<file path="src/rtl/fifo_pkg.sv">
// fifo_pkg: shared defaults and helpers for the fifo_prog family.
//   DEF_DATA_W / DEF_DEPTH : default width and depth of the FIFO.
//   fifo_aw()              : address width for a given depth.
//   fifo_cnt_t             : count/threshold type for the default depth;
//                            instances with other depths declare the same
//                            shape locally as logic [fifo_aw(DEPTH):0].
package fifo_pkg;

  localparam int DEF_DATA_W = 8;
  localparam int DEF_DEPTH  = 16;

  // Address width for a power-of-two depth.
  function automatic int fifo_aw(input int depth);
    return $clog2(depth);
  endfunction

  localparam int DEF_AW = fifo_aw(DEF_DEPTH);

  // Occupancy needs one extra bit so that 0..DEPTH is representable.
  typedef logic [DEF_AW:0] fifo_cnt_t;

endpackage

</file>
<file path="src/rtl/fifo_ram.sv">
// fifo_ram: DEPTH x DATA_W storage for fifo_prog.
//   clk   : clock, write on posedge
//   we    : write enable
//   waddr : write address
//   wdata : write data
//   raddr : read address
//   rdata : asynchronous read data (mem[raddr])
module fifo_ram #(
  parameter int DATA_W = 8,
  parameter int DEPTH  = 16,
  parameter int AW     = 4
) (
  input  logic              clk,
  input  logic              we,
  input  logic [AW-1:0]     waddr,
  input  logic [DATA_W-1:0] wdata,
  input  logic [AW-1:0]     raddr,
  output logic [DATA_W-1:0] rdata
);

  logic [DATA_W-1:0] mem [DEPTH];

  always_ff @(posedge clk) begin
    if (we) begin
      mem[waddr] <= wdata;
    end
  end

  // The combinational read lets FWFT present the head entry in the same
  // cycle the read pointer moves; standard mode registers it in the parent.
  assign rdata = mem[raddr];

endmodule

</file>
<file path="src/rtl/fifo_prog.sv">
// fifo_prog: single-clock FIFO with programmable almost-full/almost-empty
// thresholds, fill count, sticky error flags, synchronous flush and an
// optional first-word-fall-through read mode.
//   clk, rstn            : clock, asynchronous active-low reset
//   i_wren, i_wrdata     : write request and data
//   i_rden, o_rddata     : read request and data
//   i_flush              : synchronous empty (overrides wren/rden)
//   i_af_thr, i_ae_thr   : almost-full / almost-empty thresholds (unsigned)
//   i_clr_err            : clears o_overflow / o_underflow
//   o_full, o_alm_full, o_empty, o_alm_empty : registered status flags
//   o_count              : occupancy 0..DEPTH
//   o_overflow, o_underflow : sticky error flags
module fifo_prog
  import fifo_pkg::*;
#(
  parameter int  DATA_W = DEF_DATA_W,
  parameter int  DEPTH  = DEF_DEPTH,
  parameter bit  FWFT   = 1'b0,
  localparam int AW     = fifo_aw(DEPTH)
) (
  input  logic              clk,
  input  logic              rstn,
  input  logic              i_wren,
  input  logic [DATA_W-1:0] i_wrdata,
  input  logic              i_rden,
  output logic [DATA_W-1:0] o_rddata,
  input  logic              i_flush,
  input  logic [AW:0]       i_af_thr,
  input  logic [AW:0]       i_ae_thr,
  input  logic              i_clr_err,
  output logic              o_full,
  output logic              o_alm_full,
  output logic              o_empty,
  output logic              o_alm_empty,
  output logic [AW:0]       o_count,
  output logic              o_overflow,
  output logic              o_underflow
);

  typedef logic [AW:0] cnt_t;

  localparam cnt_t DEPTH_C = cnt_t'(DEPTH);

  cnt_t wr_ptr_reg, wr_ptr_next;
  cnt_t rd_ptr_reg, rd_ptr_next;
  cnt_t count_reg, count_next;
  logic full_reg, full_next;
  logic empty_reg, empty_next;
  logic alm_full_reg, alm_full_next;
  logic alm_empty_reg, alm_empty_next;
  logic ovf_reg, ovf_next;
  logic unf_reg, unf_next;

  logic              wr_acc;
  logic              rd_acc;
  logic              ram_we;
  logic [DATA_W-1:0] ram_rdata;

  // Acceptance is judged against the registered flags, so a full FIFO can
  // still take a read in the same cycle a write is refused (and vice versa).
  assign wr_acc = i_wren && !full_reg;
  assign rd_acc = i_rden && !empty_reg;
  assign ram_we = wr_acc && !i_flush;

  always_comb begin
    wr_ptr_next    = wr_ptr_reg;
    rd_ptr_next    = rd_ptr_reg;
    count_next     = count_reg;
    full_next      = full_reg;
    empty_next     = empty_reg;
    alm_full_next  = alm_full_reg;
    alm_empty_next = alm_empty_reg;

    if (i_flush) begin
      wr_ptr_next    = '0;
      rd_ptr_next    = '0;
      count_next     = '0;
      full_next      = 1'b0;
      empty_next     = 1'b1;
      alm_full_next  = 1'b0;
      alm_empty_next = 1'b1;
    end else begin
      if (wr_acc) begin
        wr_ptr_next = wr_ptr_reg + cnt_t'(1);
      end
      if (rd_acc) begin
        rd_ptr_next = rd_ptr_reg + cnt_t'(1);
      end
      count_next     = count_reg + cnt_t'(wr_acc) - cnt_t'(rd_acc);
      full_next      = (count_next == DEPTH_C);
      empty_next     = (count_next == '0);
      alm_full_next  = (count_next >= i_af_thr);
      alm_empty_next = (count_next <= i_ae_thr);
    end

    // A new error wins over a coincident clear; flushed requests are ignored.
    ovf_next = (ovf_reg && !i_clr_err) || (i_wren && full_reg && !i_flush);
    unf_next = (unf_reg && !i_clr_err) || (i_rden && empty_reg && !i_flush);
  end

  always_ff @(posedge clk or negedge rstn) begin
    if (!rstn) begin
      wr_ptr_reg    <= '0;
      rd_ptr_reg    <= '0;
      count_reg     <= '0;
      full_reg      <= 1'b0;
      empty_reg     <= 1'b1;
      alm_full_reg  <= 1'b0;
      alm_empty_reg <= 1'b1;
      ovf_reg       <= 1'b0;
      unf_reg       <= 1'b0;
    end else begin
      wr_ptr_reg    <= wr_ptr_next;
      rd_ptr_reg    <= rd_ptr_next;
      count_reg     <= count_next;
      full_reg      <= full_next;
      empty_reg     <= empty_next;
      alm_full_reg  <= alm_full_next;
      alm_empty_reg <= alm_empty_next;
      ovf_reg       <= ovf_next;
      unf_reg       <= unf_next;
    end
  end

  fifo_ram #(
    .DATA_W (DATA_W),
    .DEPTH  (DEPTH),
    .AW     (AW)
  ) u_ram (
    .clk   (clk),
    .we    (ram_we),
    .waddr (wr_ptr_reg[AW-1:0]),
    .wdata (i_wrdata),
    .raddr (rd_ptr_reg[AW-1:0]),
    .rdata (ram_rdata)
  );

  generate
    if (FWFT) begin : g_fwft
      // Head entry is always on the output; it is meaningless while empty.
      assign o_rddata = ram_rdata;
    end else begin : g_std
      logic [DATA_W-1:0] rddata_reg;

      always_ff @(posedge clk or negedge rstn) begin
        if (!rstn) begin
          rddata_reg <= '0;
        end else if (rd_acc && !i_flush) begin
          rddata_reg <= ram_rdata;
        end
      end

      assign o_rddata = rddata_reg;
    end
  endgenerate

  assign o_full      = full_reg;
  assign o_alm_full  = alm_full_reg;
  assign o_empty     = empty_reg;
  assign o_alm_empty = alm_empty_reg;
  assign o_count     = count_reg;
  assign o_overflow  = ovf_reg;
  assign o_underflow = unf_reg;

endmodule
</file>
<file path="config.mk">
export PLATFORM = sky130hd
export DESIGN_NAME = fifo_prog
export DESIGN_NICKNAME = d
export VERILOG_FILES = /design/src/rtl/fifo_pkg.sv /design/src/rtl/fifo_ram.sv /design/src/rtl/fifo_prog.sv
export SDC_FILE = /design/constraint.sdc
export NUM_CORES = 1
export LEC_CHECK = 0
export BUFFER_PORTS_ARGS = -buffer_cell sky130_fd_sc_hd__buf_4
export CORE_MARGIN = 3
export CORE_UTILIZATION = 45
export CTS_CLUSTER_SIZE = 24
export DETAILED_ROUTE_END_ITERATION = 12
export GPL_TIMING_DRIVEN = 0
export PLACE_DENSITY_LB_ADDON = 0.08
export SLEW_MARGIN = 15
export SYNTH_ARGS = -nofsm -noshare
export SYNTH_HDL_FRONTEND = slang
export SYNTH_SLANG_ARGS = --single-unit
</file>
<file path="constraint.sdc">
create_clock -name clk -period 8.6 [get_ports clk]
set_clock_uncertainty 0.05 [all_clocks]
set_input_delay 1.72 -clock clk [delete_from_list [all_inputs] [get_ports clk]]
set_output_delay 1.72 -clock clk [all_outputs]
set_load 0.005 [all_outputs]
</file>
==> flow_metrics.tcl <==
set metrics [dict create \
    drc_errors 0 \
    drv_slew 0 \
    syn-mean-instance-area_um2 17.57 \
    fill_cells 1127 \
    syn_nets 414 \
    synth_area_mm2 0.006535 \
    worst_hold_path_type "reg2reg" \
    clockBufferDepth 2 \
    drt-vias-per-instance 5.335 \
    dr.pass1.iters 5 \
    dp_hpwl_mm 8.846 \
    grt_first_pass_wirelength_mm 20.31 \
    largest_register_ffs 128 \
    p_per_area_mw_per_mm2 285.0 \
    dr.first_iter.drc_count 243 \
    worst-path-max-fanout 6 \
    critPathMostFrequentCell "inv_1" \
    status "finished, final reports clean" \
    grt_pass1_vias 3421 \
    worst_pin_slew_ns 0.8562 \
    cts_max_level 4 \
    setup_violations 0 \
    grt.overflow.total 0 \
    ys_types 39 \
    die_area_mm2 0.01600 \
    arrival_ns 4.73 \
    cts.sinks 155 \
    nets 475 \
    multi_input_area_mm2 0.001843 \
    synth-edff-count 128 \
    drive_gt1_share_pct 24.44 \
    placed_cell_area_mm2 0.007096 \
    cpPeakStageDelay_ns 0.40 \
    fp.dieW_um 126.5 \
    cts_root_buf "clkbuf_16" \
    drv_cap 0 \
    path_class "in2reg" \
    tritoncts "yes" \
    clk_pin_slew_ns 0.06 \
    gp_routability_congestion 0.8162 \
    synth_seq_area_share_pct 69.19 \
    hold_buffers 0 \
    wire_per_inst_um 21.02 \
    synthTopCellsByArea "edfxtp_1, dfrtp_1, mux4_1, mux4_2, ha_1" \
    tns_ns 0 \
    synthToLayoutAreaGrowth_pct 17.79 \
    wl_mm 13.16 \
    synth_flop_cell "edfxtp_1" \
    rsz0062_at_grt "false" \
    grt_util_all_layers_pct 17.73 \
    cts_setup_buffers 0 \
    seq_area_mm2 0.004522 \
    start_util_pct 46.54 \
    yosysTopAreaCellShare_pct 58.82 \
    fin_crit_ns 4.441 \
    antenna_found_initial 0 \
    numPortBuffers 42 \
    ys.warnings.count 0 \
    vias 3340 \
    crit_required_ns 8.89 \
    hold_viol 0 \
    ctsResizeCount 0 \
    largest-register "u_ram.mem" \
    start_kind "input pin" \
    fp.coreArea_mm2 0.01404 \
    peakVddDrop_uv 233.6 \
    p_leak_nw 2.782 \
    ant_nets 0 \
    die_h_um 126.5 \
    final_area_mm2 0.007697 \
    synthArstFlopShare_pct 17.42 \
    max_freq_mhz 225.2 \
    slew_headroom_pct 42.71 \
    finalPower_mw 2.194 \
    cts_made_buffers 17 \
    cp_slowest_cell "fa_1" \
    yosys.area.top_type "edfxtp_1" \
    grt_max_degree 28 \
    finalCritPeriodShare_pct 51.64 \
    synth-seq-cells 155 \
    antennaDiodeCount 0 \
    cp-end-kind "register" \
    io_pins 43 \
    clk_latency_ns 0.43 \
    cp_cell_sequence "buf_4 -> nor2b_1 -> clkbuf_1 -> xnor2_1 -> ha_1 -> inv_1 -> fa_1 -> inv_1 -> a21o_1 -> a21oi_1 -> xnor2_1 -> inv_1 -> ha_1 -> nand3_1 -> nor2_1 -> a21oi_1 -> a221o_1" \
    placementRows 43 \
    synthCells 372 \
]
-- power breakdown --
group,switching [mW],internal (mW),leakage [nW]
clock,0.298,0.458,0.280
combinational,0.280,0.257,1.00
sequential,0.0325,0.868,1.50
-- cell type report --
| cell class | count | area share, % |
|---|---|---|
| Clock inverter | 13 | 2.194 |
| Clock buffer | 19 | 5.624 |
| Buffer | 18 | 1.252 |
| Timing Repair Buffer | 42 | 4.096 |
| Sequential cell | 155 | 58.75 |
| Multi-Input combinational cell | 174 | 23.94 |
| Tap cell | 180 | 2.926 |
| Inverter | 25 | 1.219 |
-- critical path, delay by kind of cell --
kind	cells	cell delay, ns
adder cells (fa/ha/maj)	3	0.91
buffers and inverters	5	0.66
AO/OA/AOI/OAI	4	0.59
XOR/XNOR	2	0.50
AND/OR/NAND/NOR	3	0.32
-- layer usage --
layer  GRT usage, %  vias to the layer above  part of all wire, %
met5              0                        -                    0
met4          5.110                        0                 0.84
met3          5.726                       10                  5.7
met2          26.40                       69                   47
met1          25.38                     1691                   46
li1               -                     1570                    -
-- path summary, 6_finish.rpt --
kind	from	endpoint	slack, ns	depth (start not counted)
setup / recovery	i_rden	o_alm_empty	4.16	17
hold / removal	o_rddata[6]	o_rddata[6]	0.46	1
setup reg to reg	o_empty	o_alm_empty	5.14	16
hold reg to reg	o_rddata[6]	o_rddata[6]	0.46	1
max in group asynchronous	rstn	o_empty	7.03	1
min in group asynchronous	rstn	o_count[1]	1.16	1
-- Yosys cell counts (all sizes together) (2+ instances only) --
master,n
xor2,5
nand4,2
mux2i,8
a21oi,8
dfstp,2
a221o,8
inv,25
nor2b,2
buf,7
nand2b,3
mux2,8
edfxtp,128
clkbuf,11
nor2,33
ha,17
nand2,11
mux4,33
dfrtp,25
nor3,12
nand3,3
xnor2,5
o21ai,3
-- cells in the final DEF, fill, tap and decap left out, types with 2 or more instances in the layout --
cell	Yosys	layout
bufinv_16	0	3
nand3_1	3	3
dfrtp_1	25	25
nor2_1	33	33
buf_4	1	43
nor2b_1	2	2
edfxtp_1	128	128
o21ai_0	3	3
ha_1	17	17
clkbuf_1	11	13
xor2_1	5	5
clkinvlp_4	0	4
nand2_1	11	11
xnor2_1	5	5
nor3_1	12	8
inv_1	25	25
dfstp_2	2	2
buf_6	3	3
nor3_2	0	4
clkinv_4	0	3
nand2b_1	3	3
mux2_2	8	8
buf_2	2	2
inv_6	0	2
a21oi_1	8	8
nand4_1	2	2
mux4_2	15	15
mux2i_1	8	8
a221o_1	8	8
clkbuf_16	0	17
mux4_1	18	18
-- per-stage QoR --
stage                     hold WS (ns)  worst slack, ns  cells  util (%)
after floorplan                 0.4542            4.262    372         -
after global placement          0.4482            3.787    594     50.39
after detailed placement        0.4527            3.760    594     50.53
after CTS                       0.4663            4.197    626     54.82
after global routing            0.4959            3.888    626     54.82
final                           0.4601            4.159    626     54.82
-- cell families (layout without fill, tap and decap cells) --
logic type                 Yosys count  count (layout)  synth area share (%)
muxes                               49              49                 15.01
AOI/OAI and AO/OA                   25              25                 2.757
and+or+nand+nor                     71              71                 4.882
buffers and inverters               43             117                 2.910
adders and majority gates           18              18                 3.561
DFF                                155             155                 69.19
xor gates and xnor gates            11              11                 1.685
No activity file was read; power rests on OpenSTA's default activity.
